`config.mk`:
```
export PLATFORM = sky130hd
export DESIGN_NAME = par_check_pipe
export DESIGN_NICKNAME = d
export VERILOG_FILES = /design/src/rtl/par_check_pkg.sv /design/src/rtl/par_check_run_det.sv /design/src/rtl/par_check_pipe.sv
export SDC_FILE = /design/constraint.sdc
export NUM_CORES = 1
export LEC_CHECK = 0
export BUFFER_PORTS_ARGS = -buffer_cell sky130_fd_sc_hd__buf_2
export CORE_AREA = 2 2 39 41
export DETAILED_ROUTE_END_ITERATION = 8
export DIE_AREA = 0 0 41 43
export SLEW_MARGIN = 20
export SYNTH_ARGS = -nofsm -noshare
export SYNTH_HDL_FRONTEND = slang
export SYNTH_SLANG_ARGS = --single-unit
```
`constraint.sdc`:
```
create_clock -name CLK -period 1.1 [get_ports CLK]
set_clock_uncertainty 0.05 [all_clocks]
set_input_delay 0.22 -clock CLK [delete_from_list [all_inputs] [get_ports CLK]]
set_output_delay 0.22 -clock CLK [all_outputs]
set_load 0.1 [all_outputs]
```
`src/rtl/par_check_pkg.sv`:
```
// rtl/par_check_pkg.sv - shared run-state enum, flag indices and reset value for par_check_pipe
package par_check_pkg;

  typedef enum logic [1:0] {
    ST_IDLE,
    ST_RUN,
    ST_HIT
  } run_state_e;

  localparam int S_PAT  = 0;
  localparam int S_MIS  = 1;
  localparam int S_STAT = 2;

  localparam logic [2:0] S_RST = 3'b100;

endpackage

```
`src/rtl/par_check_run_det.sv`:
```
// rtl/par_check_run_det.sv - run-length detector: hit after RUN_LEN consecutive pattern cycles
module par_check_run_det
  import par_check_pkg::*;
#(
  parameter int RUN_LEN = 3
) (
  input  logic CLK,
  input  logic RST,
  input  logic pat,
  output logic hit
);

  localparam int RW = $clog2(RUN_LEN + 1);
  localparam logic [RW-1:0] RUN_MAX = RW'(RUN_LEN);

  run_state_e    state_q, state_d;
  logic [RW-1:0] r_q, r_d;
  logic          hit_q;

  always_comb begin
    state_d = state_q;
    r_d     = r_q;
    if (!pat) begin
      state_d = ST_IDLE;
      r_d     = '0;
    end else if (state_q != ST_HIT) begin
      r_d     = r_q + 1'b1;
      state_d = (r_d == RUN_MAX) ? ST_HIT : ST_RUN;
    end
  end

  always_ff @(posedge CLK) begin
    if (RST) begin
      state_q <= ST_IDLE;
      r_q     <= '0;
      hit_q   <= 1'b0;
    end else begin
      state_q <= state_d;
      r_q     <= r_d;
      hit_q   <= (state_d == ST_HIT);
    end
  end

  assign hit = hit_q;

endmodule

```
`src/rtl/par_check_pipe.sv`:
```
// rtl/par_check_pipe.sv - two-stage parity/zero/gate checker with run detector; PAR_CHECK_EVT_CNT_EN adds EVT_CNT
module par_check_pipe
  import par_check_pkg::*;
#(
  parameter int WIDTH   = 4,
  parameter int RUN_LEN = 3,
  parameter int CNT_W   = 8
) (
  input  logic             CLK,
  input  logic             RST,
  input  logic [WIDTH-1:0] I,
  input  logic             EN,
  output logic [2:0]       S,
  output logic             HIT
`ifdef PAR_CHECK_EVT_CNT_EN
  ,
  output logic [CNT_W-1:0] EVT_CNT
`endif
);

  logic [WIDTH-1:0] i_q;
  logic             p_q, z_q, g_q;

  // EN is used unregistered here, so it pairs with the I captured one edge earlier
  always_ff @(posedge CLK) begin
    if (RST) begin
      i_q <= '0;
      p_q <= 1'b0;
      z_q <= 1'b0;
      g_q <= 1'b0;
    end else begin
      i_q <= I;
      p_q <= ^i_q;
      z_q <= ~|i_q[WIDTH-1:1];
      g_q <= (^i_q) | (EN & i_q[0]) | ~(EN & i_q[WIDTH-1]);
    end
  end

  always_comb begin
    S         = '0;
    S[S_PAT]  = p_q & z_q;
    S[S_MIS]  = p_q ^ g_q;
    S[S_STAT] = z_q | ~g_q;
  end

  par_check_run_det #(
    .RUN_LEN(RUN_LEN)
  ) u_run (
    .CLK(CLK),
    .RST(RST),
    .pat(S[S_PAT]),
    .hit(HIT)
  );

`ifdef PAR_CHECK_EVT_CNT_EN
  logic [CNT_W-1:0] cnt_q;

  always_ff @(posedge CLK) begin
    if (RST) begin
      cnt_q <= '0;
    end else if (S[S_MIS] && (cnt_q != {CNT_W{1'b1}})) begin
      cnt_q <= cnt_q + 1'b1;
    end
  end

  assign EVT_CNT = cnt_q;
`else
  wire unused_cnt_w = ^CNT_W;
`endif

endmodule

```
# --- Word level (Yosys, flattened, before mapping) ---
# Index checks and enable logic that the tools add are counted.
# Widths: inputs -> output; s select.
totals:
  ff_bits: 12
  input_bits: 7
  output_inout_bits: 4
  elab_cells: 28
op_classes:
  add_sub_neg: 1
  n_eq_ne: 3
  n_mux: 3
  bitwise: 10
  reduce_logical: 4
ops:
  columns: ["operator", "count"]
  rows:
  - ["$mux 2", 3]
  - ["$eq 2x2->1 const B", 2]
  - ["$reduce_xor 4->1", 1]
  - ["$and 1x1->1", 3]
  - ["$not 1->1", 3]
  - ["$or 1x1->1", 3]
  - ["$reduce_or 3->1", 1]
  - ["$add 2x1->2 const B", 1]
  - ["$ne 2x2->1 const B", 1]
  - ["$reduce_or 2->1", 1]
  - ["$logic_not 1->1", 1]
  - ["$xor 1x1->1", 1]

# --- Logic depth before layout (Yosys ltp) ---
# Gate-level depths: netlist (run 1).
logic_depth:
  word_depth: 6
  mapped_depth: 4
  depth_no_buf: 4

# --- Hierarchy ---
# Synthesis (run 1) repeated with hierarchy kept, for this count alone.
unflattened:
  hier_cells: 40
  hier_area_um2: 419.2
modules_own_cells:
  columns: ["mod", "n_inst", "cells_per_inst", "area_each_um2", "seq_area_each_um2"]
  rows:
  - ["par_check_pipe", 1, 22, 235.2, 140.1]
  - ["par_check_run_det", 1, 18, 183.9, 100.1]

# --- Least setup slack after synthesis (run 1) ---
# No wires, ideal clock.
synth_timing:
  kind: "reg2out"
  start: "register g_q"
  end: "output S[1]"
  arrival_ns: 1.755
  t_required_ns: 0.830
  setup_slack_ns: -0.925
  stages_incl_launch_ff: 2
  path_buffers: 0
  cell_sequence: "dfxtp_1 > xor2_1"
synth_via:
  elab_chain_len: 1
synth_lines:
  columns: ["item", "line_no", "source"]
  rows:
  - ["start, declared", "par_check_pipe.sv:22", "logic p_q, z_q, g_q;"]
  - ["start signal, assigned", "par_check_pipe.sv:35", "g_q <= (^i_q) | (EN & i_q[0]) | ~(EN & i_q[WIDTH-1]);"]
  - ["$xor 1x1->1", "par_check_pipe.sv:42", "S[S_MIS] = p_q ^ g_q;"]
  - ["end, declared", "par_check_pipe.sv:13", "output logic [2:0] S,"]
# No other way between the ends.

# --- Final worst setup path (run 1) ---
layout_timing:
  start: "register p_q"
  end: "output S[1]"
layout_via:
  elab_chain_len: 1
layout_lines:
  columns: ["item", "line_no", "source"]
  rows:
  - ["start, declared", "par_check_pipe.sv:22", null]
  - ["start signal, assigned", "par_check_pipe.sv:33", "p_q <= ^i_q;"]
  - ["$xor 1x1->1", "par_check_pipe.sv:42", null]
# No other way between the ends.

==> impl_metrics.env, run 1 <==
export IMPL_grt_remaining_overflow=0
export IMPL_finalHoldViolations=0
export IMPL_cts_tree="built"
export IMPL_ir_drop_uv=496
export IMPL_cp_cell_sequence="xor2_4 -> buf_12"
export IMPL_final_common_cell="dfxtp_1"
export IMPL_row_count=14
export IMPL_synth_xor_area_share_pct=10.4
export IMPL_clock_root_buffer="clkbuf_4"
export IMPL_r2r_setup_slack_ps=40
export IMPL_p_total_mw=1.03
export IMPL_tns_ps=-418
export IMPL_period_share_pct=116
export IMPL_synth_simple_gate_area_share_pct=24.9
export IMPL_ys_types=16
export IMPL_synthesis_area_um2=423
export IMPL_yosys_top_cells_area="dfxtp_1 57%, xor2_1 6.2%, nor2b_1 5.9%, nor2_1 5.3%, xnor2_1 4.1%"
export IMPL_cts_clk_slew_worst_paths_ps=70
export IMPL_crit_start="p_q"
export IMPL_synthCells=41
export IMPL_vias=305
export IMPL_setup_violations_final=3
export IMPL_layout_setup_ws_ps=-171
export IMPL_stdcell_count=72
export IMPL_gp_congestion=0.727
export IMPL_port_buffers=10
export IMPL_clk_path_buf_depth=2
export IMPL_syn_to_final_growth_pct=54.1
export IMPL_grt_pass1_vias=246
export IMPL_die_x_um=41
export IMPL_yosysTopAreaCell="dfxtp_1"
export IMPL_synth_fa_ha_area_share_pct=2.96
export IMPL_ant_nets=0
export IMPL_maxSlewHeadroom_pct=85.5
export IMPL_finalNetCount=65
export IMPL_drtIter0Drc=6
export IMPL_grt_pass1_wl_um=931
export IMPL_max_cap_violations=0
export IMPL_synth_top_family_by_area="simple AND/OR/NAND/NOR gates"
export IMPL_rsz0062_at_grt="true"
export IMPL_leakage_nw=0.263
export IMPL_die_height_um=43
export IMPL_antenna_cells=0
export IMPL_htree_levels=1
export IMPL_coreArea_um2=1380
export IMPL_slew_violations=0
export IMPL_post_route_drc_count=0
export IMPL_end_kind="output pin"
export IMPL_r2r_start="u_run.r_q[0]"
export IMPL_first_pass_iters=4
export IMPL_cp_start_kind="flop"
export IMPL_dieArea_um2=1760
export IMPL_cpPeakStageDelay_ps=370
export IMPL_hold_class="input pin to flop"
export IMPL_viasPerCell=4.24
export IMPL_critical_path_max_fanout=2
export IMPL_synth_compound_area_share_pct=2.37
export IMPL_cp_required_ps=830
export IMPL_yosys_mux_area_fraction_pct=0
export IMPL_wire_per_inst_um=8.51
export IMPL_outcome="finished with violations"
export IMPL_hold_start="I[0]"
export IMPL_p_per_area_nw_per_um2=1570
export IMPL_ys_seq_area_share_pct=56.8
export IMPL_yosys_area_top_type_share_pct=56.8
export IMPL_syn_num_nets=49
export IMPL_critical_path_class="flop to output pin"
export IMPL_dp_hpwl_um=407
export IMPL_clock_latency_ps=270
export IMPL_io_pins=11
export IMPL_cts_sinks=12
export IMPL_grt_use_total_pct=8.71
export IMPL_cp_arrival_ps=1000
export IMPL_drive_above_1_share_pct=51.8
export IMPL_crit_slowest_cell="dfxtp_4"
export IMPL_final_cell_mix="8 x dfxtp_1, 6 x nor2_1, 6 x buf_2"
export IMPL_drt_wl_total_um=613
export IMPL_synth_seq_cells=12
export IMPL_grt_max_degree=9
export IMPL_yosysWarnings=0
export IMPL_fin_crit_ps=1270
export IMPL_start_util_pct=30.6
export IMPL_fmax_mhz=787
export IMPL_numCtsBuffers=3
export IMPL_dp_cells=67
export IMPL_violations="negative setup slack"
export IMPL_grt_antenna_before_repair=0
export IMPL_tightest_slew_ps=216
export IMPL_syn_area_per_cell_um2=10.3
==> power breakdown <==
group          internal, mW  switching [mW]
combinational        0.0859           0.119
sequential            0.454          0.0191
clock                 0.201           0.147
==> critical path: cells and delay by family, from the launching register on <==
kind      cells  cell delay [ps]
buf+inv       1              190
flops         1              370
xor+xnor      1              170
==> logic make-up after synthesis <==
logic type	Yosys count
AOI/OAI and AO/OA	2
xor gates and xnor gates	5
adders and majority gates	1
buffers and inverters	2
DFF	12
and+or+nand+nor	19
==> per-stage QoR <==
step / utilization, % / hold slack [ps] / worst slack [ps] / area, um^2
2_1_floorplan: - / 239 / -170 / 447
3_3_place_gp: 41.7 / 377 / -0.562 / 577
3_5_place_dp: 41.7 / 380 / -24.9 / 577
4_1_cts: 45.5 / 96.1 / -183 / 629
5_1_grt: 47.1 / 89.3 / -213 / 652
6_report: 47.1 / 102 / -171 / 652
==> cell usage after synthesis <==
| master | n |
|---|---|
| nand2_1 | 2 |
| nor2_1 | 6 |
| a21oi_1 | 2 |
| inv_1 | 1 |
| and2_1 | 1 |
| nand2b_1 | 2 |
| or2_2 | 1 |
| buf_4 | 1 |
| ha_1 | 1 |
| xnor2_1 | 2 |
| nor4_1 | 1 |
| xor2_1 | 3 |
| nor2b_4 | 1 |
| nor3_1 | 1 |
| dfxtp_1 | 12 |
| nor2b_1 | 4 |
==> worst paths after layout <==
check | endpoint | cells past startpoint
hold / removal | i_q[0] | 2
setup reg to reg | u_run.r_q[1] | 4
setup / recovery | S[1] | 2
hold reg to reg | z_q | 1
==> state kept, by name, summed over array words and instances (netlist names) <==
name and cells:
p_q 1, u_run.state_q 2, i_q 4, u_run.r_q 2, g_q 1, z_q 1
u_run.hit 1
==> routing by layer <==
metal,global-route usage [%],vias to the layer above,routed length (um)
met2,11.6,15,299
met1,8.28,133,260
met4,12.0,0,13
met3,3.14,2,39
met5,0,-,0
li1,-,155,-
==> area by class of cell <==
class	count	area, um^2
Fill cell	128	732
Sequential cell	12	250
Multi-Input combinational cell	27	216
Timing Repair Buffer	12	125
Clock buffer	4	36.3
Tap cell	16	20.0
Inverter	1	3.75
==> what timing repair did <==
action | in CTS | in global routing
hold buffers | 0 | 0
resized for setup | 7 | 2
pin swaps | 2 | 1
setup endpoints to repair | 5 | 4
endpoints found under the hold margin | 0 | 0
setup buffers | 0 | 1
(Power assumes the default switching activity.)
==> run 2, diff against run 1 <==
--- a/config.mk
+++ b/config.mk
@@ -9,6 +9,7 @@
 export CORE_AREA = 2 2 39 41
 export DETAILED_ROUTE_END_ITERATION = 8
 export DIE_AREA = 0 0 41 43
+export PLACE_DENSITY = 0.55
 export SLEW_MARGIN = 20
 export SYNTH_ARGS = -nofsm -noshare
 export SYNTH_HDL_FRONTEND = slang
==> impl_metrics.env, run 2 (same netlist as run 1, synthesis figures left out) <==
export IMPL_cts_hold_buf=0
export IMPL_viasPerCell=4.22
export IMPL_dpl_cell_area_um2=577
export IMPL_outcome="finished with violations"
export IMPL_row_count=14
export IMPL_setup_violations_final=3
export IMPL_numCtsBuffers=3
export IMPL_end_kind="output pin"
export IMPL_slew_violations=0
export IMPL_htree_levels=1
export IMPL_dieArea_um2=1760
export IMPL_clock_root_buffer="clkbuf_4"
export IMPL_largest_register="i_q"
export IMPL_hold_class="input pin to flop"
export IMPL_grt_use_total_pct=9.20
export IMPL_dp_slack_ps=-36.3
export IMPL_ant_nets=0
export IMPL_first_pass_iters=2
export IMPL_rsz0062_at_grt="true"
export IMPL_clock_latency_ps=260
export IMPL_final_cell_mix="8 x dfxtp_1, 6 x nor2_1, 6 x buf_2"
export IMPL_io_pins=11
export IMPL_drtIter0Drc=1
export IMPL_cts_sinks=12
export IMPL_die_height_um=43
export IMPL_drt_wl_total_um=616
export IMPL_grt_max_degree=9
export IMPL_critical_path_class="flop to output pin"
export IMPL_grt_pass1_vias=251
export IMPL_reg_largest_list="i_q (4), u_run.r_q (2), u_run.state_q (2)"
export IMPL_violations="negative setup slack"
export IMPL_ir_drop_uv=814
export IMPL_vias=304
export IMPL_grt_remaining_overflow=0
export IMPL_antenna_cells=0
export IMPL_layout_setup_ws_ps=-167
export IMPL_max_cap_violations=0
export IMPL_grt_pass1_wl_um=959
export IMPL_cp_arrival_ps=1000
export IMPL_fillers=135
export IMPL_cp_start_kind="flop"
export IMPL_maxSlewHeadroom_pct=84.1
export IMPL_coreArea_um2=1380
export IMPL_period_share_pct=115
export IMPL_wire_per_inst_um=8.56
export IMPL_dp_hpwl_um=440
export IMPL_critical_path_max_fanout=2
export IMPL_design_area_um2=657
export IMPL_tightest_slew_ps=236
export IMPL_final_common_cell="dfxtp_1"
export IMPL_cts_tree="built"
export IMPL_fin_crit_ps=1270
export IMPL_start_util_pct=30.6
export IMPL_cts_clk_slew_worst_paths_ps=70
export IMPL_ff_latch_area_um2=250
export IMPL_p_per_area_nw_per_um2=1540
export IMPL_leakage_nw=0.265
export IMPL_gp_congestion=0.638
export IMPL_grt_antenna_before_repair=0
export IMPL_post_route_drc_count=0
export IMPL_r2r_setup_slack_ps=50
export IMPL_die_x_um=41
export IMPL_fmax_mhz=789
export IMPL_port_buffers=10
export IMPL_clk_path_buf_depth=2
export IMPL_largest_reg_flops=4
export IMPL_finalHoldViolations=0
export IMPL_drive_above_1_share_pct=53.6
export IMPL_finalNetCount=65
export IMPL_cp_required_ps=830
export IMPL_syn_to_final_growth_pct=55.3
export IMPL_multi_input_area_um2=221
==> run 2: layout make-up <==
type	count	area share [%]
inverters	1	0.571
well taps	16	3.05
multi-input cells	27	33.7
repair buffers	12	19.0
flip-flops and latches	12	38.1
clock buffers	4	5.52
==> run 2: stage by stage <==
step | power, mW | hold WS, ps | utilization [%] | setup TNS [ps] | std cells
after floorplan | 0.611 | 239 | - | -188 | 41
after global placement | 0.680 | 378 | 41.7 | -3.10 | 67
after CTS | 1.02 | 98.4 | 45.5 | -445 | 71
final | 1.01 | 108 | 47.5 | -410 | 72
after detailed placement | 0.682 | 382 | 41.7 | -36.3 | 67
after global routing | 1.07 | 110 | 47.5 | -572 | 72
==> run 2: path summary, 6_finish.rpt <==
path / startpoint / to / cells after the start
worst max-delay path: g_q / S[1] / 2
worst min-delay path: I[2] / i_q[2] / 2
worst max register to register: u_run.r_q[1] / u_run.r_q[1] / 3
worst min register to register: i_q[2] / z_q / 1
==> run 2: power breakdown <==
group / internal, mW / switching [mW]
Sequential: 0.454 / 0.0198
Combinational: 0.0859 / 0.118
Clock: 0.201 / 0.134
Total: 0.741 / 0.273
==> run 2: worst max-delay path, stage by stage, from the launching register on <==
cell and delay, ps:
dfxtp_4 380, xor2_4 170, buf_12 190
==> run 2: metal layers <==
layer | wire (um) | global-route usage, % | part of all wire (%)
met5 | 0 | 0 | 0
met4 | 12 | 12.0 | 1.9
met3 | 28 | 4.71 | 4.5
met2 | 320 | 10.3 | 52
met1 | 254 | 10.2 | 41
==> run 2: repair_timing <==
action	CTS	global route
pin swaps	3	0
cloned	0	0
setup endpoints to repair	5	4
setup buffers	0	1
gates resized for setup	7	3
